--- src/rtl/conv_pkg.sv ---
// Shared widths, FSM states and request bundle for the
// conv accelerator host-side stream driver.
package conv_pkg;

    localparam int LANE_W   = 6;
    localparam int LANES    = 4;
    localparam int WORD_W   = LANE_W * LANES;
    localparam int BEAT_W   = $clog2(LANES);
    localparam int ACC_W    = 14;
    localparam int ACC_LO_W = 8;
    localparam int ACC_HI_W = ACC_W - ACC_LO_W;

    localparam logic SEL_WEIGHT = 1'b1;
    localparam logic SEL_INPUT  = 1'b0;

    typedef enum logic [1:0] {
        S_IDLE,
        S_SHIFT,
        S_SETTLE,
        S_RESP
    } state_t;

    typedef struct packed {
        logic [WORD_W-1:0] data;
        logic              is_weight;
        logic              readback;
    } req_t;

endpackage

--- src/rtl/lane_serializer.sv ---
// Splits a 24-bit word into 6-bit beats, lane0 first.
// The shift register drains to zero, which doubles as the idle beat.
module lane_serializer
    import conv_pkg::*;
(
    input  logic              clk,
    input  logic              rst_n,
    input  logic              load,
    input  logic              shift,
    input  logic [WORD_W-1:0] word,
    output logic [LANE_W-1:0] beat_data,
    output logic              last
);

    logic [WORD_W-1:0] sr;
    logic [BEAT_W-1:0] beat;

    always_ff @(posedge clk) begin
        if (!rst_n) begin
            sr   <= '0;
            beat <= '0;
        end else if (load) begin
            sr   <= word;
            beat <= '0;
        end else if (shift) begin
            sr   <= sr >> LANE_W;
            beat <= beat + 1'b1;
        end
    end

    assign beat_data = sr[LANE_W-1:0];
    assign last      = (beat == BEAT_W'(LANES - 1));

endmodule

--- src/rtl/conv_stream_driver.sv ---
// Host driver: serializes tagged words onto the accelerator pins
// and captures its running-max result on request.
module conv_stream_driver
    import conv_pkg::*;
#(
    parameter int SETTLE = 2
) (
    input  logic                clk,
    input  logic                rst_n,
    input  logic                s_valid,
    output logic                s_ready,
    input  logic [WORD_W-1:0]   s_data,
    input  logic                s_is_weight,
    input  logic                s_readback,
    output logic [LANE_W-1:0]   drv_data,
    output logic                drv_sel,
    input  logic [ACC_LO_W-1:0] acc_lo,
    input  logic [ACC_HI_W-1:0] acc_hi,
    output logic                m_valid,
    input  logic                m_ready,
    output logic [ACC_W-1:0]    m_data,
    output logic                busy
);

    localparam int CNT_W = (SETTLE > 1) ? $clog2(SETTLE) : 1;
    localparam logic [CNT_W-1:0] CNT_LAST = CNT_W'(SETTLE - 1);

    state_t           state;
    req_t             req;
    logic             readback_q;
    logic [CNT_W-1:0] cnt;
    logic             take;
    logic             last;
    logic             shifting;

    assign req = '{
        data:      s_data,
        is_weight: s_is_weight,
        readback:  s_readback
    };

    assign take     = (state == S_IDLE) && s_valid && s_ready;
    assign shifting = (state == S_SHIFT);

    lane_serializer u_ser (
        .clk       (clk),
        .rst_n     (rst_n),
        .load      (take),
        .shift     (shifting),
        .word      (req.data),
        .beat_data (drv_data),
        .last      (last)
    );

    always_ff @(posedge clk) begin
        if (!rst_n) begin
            state      <= S_IDLE;
            readback_q <= 1'b0;
            cnt        <= '0;
            s_ready    <= 1'b0;
            drv_sel    <= SEL_INPUT;
            m_valid    <= 1'b0;
            m_data     <= '0;
            busy       <= 1'b0;
        end else begin
            unique case (state)
                S_IDLE: begin
                    if (take) begin
                        state      <= S_SHIFT;
                        readback_q <= req.readback;
                        drv_sel    <= req.is_weight ? SEL_WEIGHT
                                                    : SEL_INPUT;
                        s_ready    <= 1'b0;
                        busy       <= 1'b1;
                    end else begin
                        s_ready <= 1'b1;
                    end
                end
                S_SHIFT: begin
                    // Beats stay contiguous; leave only after lane3.
                    if (last) begin
                        drv_sel <= SEL_INPUT;
                        cnt     <= '0;
                        if (readback_q) begin
                            state <= S_SETTLE;
                        end else begin
                            state   <= S_IDLE;
                            s_ready <= 1'b1;
                            busy    <= 1'b0;
                        end
                    end
                end
                S_SETTLE: begin
                    if (cnt == CNT_LAST) begin
                        m_data  <= {acc_hi, acc_lo};
                        m_valid <= 1'b1;
                        state   <= S_RESP;
                    end else begin
                        cnt <= cnt + 1'b1;
                    end
                end
                S_RESP: begin
                    if (m_ready) begin
                        m_valid <= 1'b0;
                        s_ready <= 1'b1;
                        busy    <= 1'b0;
                        state   <= S_IDLE;
                    end
                end
                default: state <= S_IDLE;
            endcase
        end
    end

endmodule

--- config.mk ---
export PLATFORM = sky130hd
export DESIGN_NAME = conv_stream_driver
export DESIGN_NICKNAME = d
export VERILOG_FILES = /design/src/rtl/conv_pkg.sv /design/src/rtl/lane_serializer.sv /design/src/rtl/conv_stream_driver.sv
export SDC_FILE = /design/constraint.sdc
export NUM_CORES = 1
export LEC_CHECK = 0
export ABC_AREA = 1
export BUFFER_PORTS_ARGS = -buffer_cell sky130_fd_sc_hd__buf_2
export CORE_ASPECT_RATIO = 1.2
export CORE_MARGIN = 2
export CORE_UTILIZATION = 53
export DETAILED_ROUTE_END_ITERATION = 6
export PLACE_DENSITY = 0.84
export SYNTH_ARGS = -nofsm -noshare
export SYNTH_HDL_FRONTEND = slang
export SYNTH_SLANG_ARGS = --single-unit
--- constraint.sdc ---
create_clock -name clk -period 2 [get_ports clk]
set_clock_uncertainty 0.05 [all_clocks]
set_input_delay 0.4 -clock clk [delete_from_list [all_inputs] [get_ports clk]]
set_output_delay 0.4 -clock clk [all_outputs]
set_load 0.1 [all_outputs]
==> results of run 1 <==
cell usage after synthesis (all sizes together) (4+ instances only):
library cell | n | area [um2]
o21ai | 4 | 20.02
nand2 | 97 | 374.1
clkbuf | 5 | 18.77
a21oi | 25 | 128.9
inv | 10 | 37.54
nand3 | 18 | 90.09
dfxtp | 48 | 960.9
a31oi | 18 | 112.6
buf | 17 | 145.1
nor2 | 11 | 51.30
final timing paths:
check | from | end
min reg2reg | busy | busy
min | s_is_weight | drv_sel
max reg2reg | register | m_data[8]
max | register | m_data[8]
stage by stage:
step | hold WS (ns) | setup slack (ns) | power, mW | instances | utilization, %
final | 0.2826 | 0.4342 | 1.858 | 367 | 64.50
after global routing | 0.2923 | 0.2711 | 1.950 | 367 | 64.50
after CTS | 0.2799 | 0.4200 | 1.877 | 367 | 64.50
after floorplan | 0.3929 | 0.06941 | 1.274 | 258 | -
after detailed placement | 0.3855 | 0.4165 | 1.332 | 359 | 62.16
after global placement | 0.3756 | 0.4707 | 1.327 | 359 | 62.16
kinds of logic (layout without fill, tap and decap cells):
kind of cell	count (synthesis)	count (layout)
compound gates	48	48
xor+xnor	1	1
fa+ha+maj	1	1
buf+inv	32	89
flops	48	48
simple gates	128	128
flip-flops by register name (all words and copies together) (netlist names), named ones only:
| register | cells |
|---|---|
| readback_q | 1 |
| u_ser.beat | 2 |
| u_ser.sr | 24 |
| m_valid | 1 |
| busy | 1 |
| cnt | 1 |
| drv_sel | 1 |
| s_ready | 1 |
| state | 1 |
| m_data | 14 |
report_power, final:
part           internal (mW)  switching (mW)  leakage [nW]
Clock                  0.250           0.300        0.0424
Sequential             0.994          0.0245         0.390
Combinational         0.0824           0.208         0.544
Total                   1.33           0.532         0.977
metal layers:
metal  share of wire [%]  vias to the layer above  track usage, %
met4                0.83                        0           5.926
met1                  44                      812           25.29
met3                 4.8                        2           5.302
met5                   0                        -               0
met2                  50                       50           33.45
li1                    -                      950               -
area by class of cell:
type | instances | area [um2] | share of cell area [%]
Multi-Input combinational cell | 178 | 829.5 | 35.40
Clock inverter | 1 | 8.758 | 0.3737
Inverter | 10 | 37.54 | 1.602
Timing Repair Buffer | 71 | 365.4 | 15.59
Clock buffer | 7 | 76.32 | 3.257
Tap cell | 52 | 65.06 | 2.776
Sequential cell | 48 | 960.9 | 41.00
critical path: stages (launching register included):
cell	delay (ns)
dfxtp_1	0.50
inv_2	0.13
nor2_4	0.31
nand2_2	0.26
nand2_1	0.11
a21oi_1	0.07
==> summary.txt, run 1 <==
Global route
  – Vias in the first global route: between 1500 and 2000
  – Overall overflow remaining after global route: 0
  – Pin count of the biggest net entering global routing: 42
  – Global-route wire length before repair: around 6.8 mm
  – Combined global-route utilization of all metal layers: about 20%
  – Initial antenna violation count: 0

STA
  – Pin slew with the least headroom to its limit: between 0.4 and 0.5 ns
  – Worst slew margin relative to its limit: between 60% and 70%
  – Final max-slew violation count: 0
  – Unrepaired setup endpoints after global routing: no
  – Setup_tns: 0 ns
  – Max Clk Rate: about 640 MHz
  – Minimum clock period: 1.566 ns
  – Final Hold Fails: 0
  – Number of failing setup endpoints in the final timing report: 0
  – Ratio of final minimum period to clock period: 78.29%

Finish
  – Most frequent cells in the layout: nand2_1, buf_2, dfxtp_1
  – Layout Area Growth over Synthesis: 17.65%
  – Number of inserted diodes: 0
  – Commonest non-fill, non-tap cell in the layout: nand2_1
  – Layout net count: about 360
  – Total of fill cells in the finished design: 351
  – Final non-filler cell area: roughly 2300 um2
  – Fraction of layout cells with a size suffix above 1: about 27%

Clock tree
  – TritonCTS clock tree: yes
  – Number of buffers on the longest clock path: 2
  – Clock insertion delay at the later pin of the skew report: just under 0.3 ns
  – Post-CTS Setup Repair Bufs: 0
  – Clock slew at reported path FFs: ~0.08 ns
  – Clock sink count: 48
  – Cts bufs inserted: 5
  – H-tree Lvls: 2
  – Number of resized instances in the post-cts repair step: 0
  – Hold-fix buffers at CTS: 0
  – Clock root cell: clkbuf_8

Worst setup path
  – FF-to-FF path depth: 5
  – Endpoint required time on the critical path: ~2.1 ns
  – R2R Setup Slk: around 0.43 ns
  – Arrival time reported for the critical path endpoint: 1.67 ns
  – Classification of the worst setup path: reg2reg
  – Kind of end point of the critical path: register
  – Kind of launch point of the worst setup path: register
  – Crit-path max FO: 16

Synthesis
  – Register area share after synthesis: just under 50%
  – Synth Register Bits: 48
  – Xor and xnor area share after synthesis: 0.4397%
  – Count of flip-flops with a built-in enable after synthesis: 0
  – Top_reg_cell synth: dfxtp_1
  – Synth Area per Inst: about 7.7 um2
  – Async set-reset flop share out of synthesis: 0%
  – Cell Area, Synth: roughly 2000 um2
  – Number of nets produced by synthesis: roughly 300
  – Simple-gate portion of the synthesized area: between 20% and 30%
  – Synth Area in Compound Gates: 13.51%
  – Count of yosys warnings during synthesis: 0
  – Proportion of synthesized area in mux cells: 0%
  – Post-Synthesis Cells: between 200 and 300
  – Dominant combinational cell family by area after synthesis: simple AND/OR/NAND/NOR gates
  – Adder-cell area share of the yosys netlist: less than 1%
  – Distinct cell type count after synthesis: 23

Floorplanning
  – Cell row count: 24
  – Die span in y: roughly 70 um
  – Die X: roughly 60 um
  – Area of the die: roughly 4300 um2
  – Total I/O pin count: between 60 and 70
  – Starting density of the core: between 50% and 60%
  – Floorplan Core Area: roughly 3600 um2

Route
  – Detailed router's first-iteration violation count: 67
  – Antenna viol nets, final: 0
  – DRC viols: 0
  – Routed WL per cell: around 11 um
  – First-pass iteration count of the detailed router: 4
  – Mean number of vias per cell: a little under 5
  – Routed vias: ~1800
  – Routed WL: around 4.1 mm

Pwr
  – Highest ir drop seen on vdd: 0.0004524 V
  – Power density over cell area: between 700 and 800 nW/um2
  – Leak Pwr: between 0.9 and 1 nW

Outcome
  – Status: finished, final reports clean

Hold path
  – Worst hold path stage count: 3
  – Worst hold path class: in2reg

Placed design
  – I/O Buffers: 67
  – Dpl hpwl: roughly 2.9 mm
  – Total placed instance area: around 2300 um2
  – Weighted congestion at the end of routability-driven global placement: 0.8045

Flow run
  – Count of max-cap constraint violations: 0
Power figures use the tool's default switching activity.
==> inputs of run 2 (changes only) <==
Settings changed: CORE_UTILIZATION 53 to 44, PLACE_DENSITY 0.84 to 0.74.
Clock period 2 ns to 1.44 ns, I/O delays scaled along.
==> run 2 against run 1 <==
Against the previous run: combinational power rose by 52%; die area rose by 19%; power rose by 55%; wire length rose by 6.3%; clock-buffer cell count fell by 1; critical path depth fell by 4.
==> summary.txt, run 2 (same netlist as run 1, synthesis figures left out) <==
Outcome
  – Status: finished, final reports clean

Clock tree
  – Clock sink count: between 40 and 50
  – H-tree Lvls: 2
  – Cts bufs inserted: 5
  – TritonCTS clock tree: yes
  – Clock slew at reported path FFs: 0.08 ns
  – Number of buffers on the longest clock path: 2
  – Clock insertion delay at the later pin of the skew report: approximately 0.29 ns
  – Post-CTS Setup Repair Bufs: 0
  – Clock root cell: clkbuf_8

Finish
  – Top flop regs: u_ser.sr: 24 flops, m_data: 14 flops, u_ser.beat: 2 flops
  – Area of the multi-input gates: approximately 830 um2
  – Layout Area Growth over Synthesis: 25.57%
  – Post-layout util: 58.25%
  – Layout net count: ~370
  – Commonest non-fill, non-tap cell in the layout: nand2_1
  – Fraction of layout cells with a size suffix above 1: between 20% and 30%
  – Total of fill cells in the finished design: between 400 and 500
  – Register with the most flip-flops: u_ser.sr
  – Flip-flop count of the largest register after layout: 24
  – Area taken by flip-flops and latches: approximately 970 um2
  – Number of inserted diodes: 0
  – Most frequent cells in the layout: nand2_1, buf_2, dfxtp_1

Pwr
  – Sequential share of power: 48.8%
  – Power spent charging and discharging nets: approximately 0.75 mW
  – Leak Pwr: 1.045 nW
  – Highest ir drop seen on vdd: 0.0004453 V
  – Power density over cell area: ~1200 nW/um2
  – Internal portion of total power: 2.132 mW
  – Relative contribution of the clock network to total power: 35.9%
  – Switching part of the total: a little over a quarter
  – Share of total power in combinational logic: 15.3%

Global route
  – Routing usage on met3: around 3.3%
  – Overall overflow remaining after global route: 0
  – Combined global-route utilization of all metal layers: 18.29%
  – Met2 track utilization from global routing: between 30% and 40%
  – Met1 usage in global routing: a little under a quarter
  – Vias in the first global route: approximately 1700
  – Most Used Layer, Global Route: met2
  – Global-route wire length before repair: approximately 7.3 mm
  – Initial antenna violation count: 0
  – Pin count of the biggest net entering global routing: 30

Worst setup path
  – Kind of end point of the critical path: primary output
  – Arrival time reported for the critical path endpoint: 1.07 ns
  – Crit-path max cell delay: roughly 0.43 ns
  – R2r startpoint: state[0]
  – Kind of launch point of the worst setup path: register
  – Crit-path max FO: 2
  – Number of buffers and inverters on the critical path: 1
  – Kind of cell adding the most delay to the critical path: buffers and inverters
  – Worst-path cell chain: buf_2
  – Worst path slowest cell: buf_2
  – Endpoint required time on the critical path: approximately 1.1 ns
  – CP startpoint: m_data[7]
  – Classification of the worst setup path: reg2out

Hold path
  – Startpoint of the tightest hold check path: s_readback
  – Worst hold path class: in2reg

STA
  – Worst slew margin relative to its limit: ~68%
  – Max Clk Rate: between 700 and 800 MHz
  – Ratio of final minimum period to clock period: a little over nine tenths
  – Unrepaired setup endpoints after global routing: no
  – Minimum clock period: between 1 and 1.5 ns
  – Final Hold Fails: 0
  – Setup_tns: 0 ns
  – Pin slew with the least headroom to its limit: between 0.4 and 0.5 ns
  – Final max-slew violation count: 0
  – Number of failing setup endpoints in the final timing report: 0

Placed design
  – Dpl hpwl: 3.035 mm
  – Weighted congestion at the end of routability-driven global placement: ~0.81
  – I/O Buffers: 67

Route
  – Routed WL: ~4.4 mm
  – First-pass iteration count of the detailed router: 4
  – Antenna viol nets, final: 0
  – Detailed router's first-iteration violation count: 79
  – Mean number of vias per cell: 4.867
  – Routed vias: about 1800
  – Routed WL per cell: between 10 and 15 um
  – DRC viols: 0

Floorplanning
  – Starting density of the core: between 40% and 50%
  – Area of the die: roughly 5000 um2
  – Cell row count: 26
  – Total I/O pin count: 68
  – Floorplan Core Area: roughly 4300 um2
  – Die span in y: 77.71 um
  – Die X: around 65 um

Flow run
  – Count of max-cap constraint violations: 0
-- run 2: cell count changes in the layout (fill, tap and decap cells not counted), sizes merged --
cell,change
clkbuf,+11
buf,-6
bufinv,+1
clkinv,-1
-- run 2: worst min-delay path, cell delays in order --
cell and delay (ns):
buf_2 0.08, nor2_1 0.03, nor2_1 0.09
-- run 2: worst paths after layout --
| check | to | slack, ns | cells past startpoint |
|---|---|---|---|
| max | m_data[7] | 0.03 | 1 |
| max reg2reg | u_ser.sr[14] | 0.14 | 6 |
| min | readback_q | 0.17 | 3 |
| min reg2reg | busy | 0.39 | 2 |
-- run 2: cell type report --
cell class	count	share of cell area (%)
flip-flops and latches	48	38.62
inverters	10	1.501
multi-input cells	178	33.37
clock inverters	1	1.201
well taps	56	2.801
repair buffers	77	18.76
clock buffers	6	3.752
-- run 2: layer usage --
| metal | wire (um) | share of wire [%] |
|---|---|---|
| met5 | 0 | 0 |
| met1 | 1969 | 45 |
| met4 | 80 | 1.8 |
| met2 | 2135 | 49 |
| met3 | 182 | 4.2 |
-- run 2: power groups by stage --
stage	logic (mW)	registers, mW	clock network (mW)
after floorplan	0.278	1.49	0
after global placement	0.434	1.44	0
after detailed placement	0.437	1.44	0
after CTS	0.440	1.41	1.06
after global routing	0.483	1.42	1.12
final	0.441	1.41	1.04
-- run 2: through the flow --
step / area [um2] / instances / hold slack (ns) / worst slack [ns] / total power [mW]
3_5_place_dp: 2337 / 369 / 0.3828 / 0.1365 / 1.875
3_3_place_gp: 2337 / 369 / 0.3750 / 0.1476 / 1.871
5_1_grt: 2501 / 376 / 0.1833 / 0.0005255 / 3.019
4_1_cts: 2461 / 376 / 0.1661 / 0.003307 / 2.907
2_1_floorplan: 1996 / 258 / 0.3587 / 0.05056 / 1.771
6_report: 2501 / 376 / 0.1723 / 0.03184 / 2.885
-- run 2: what timing repair did --
item | in CTS | in global routing
hold buffers | 0 | 0
resized for setup | 0 | 15
hold endpoints to repair | 0 | 0
endpoints found under the setup margin | 0 | 30
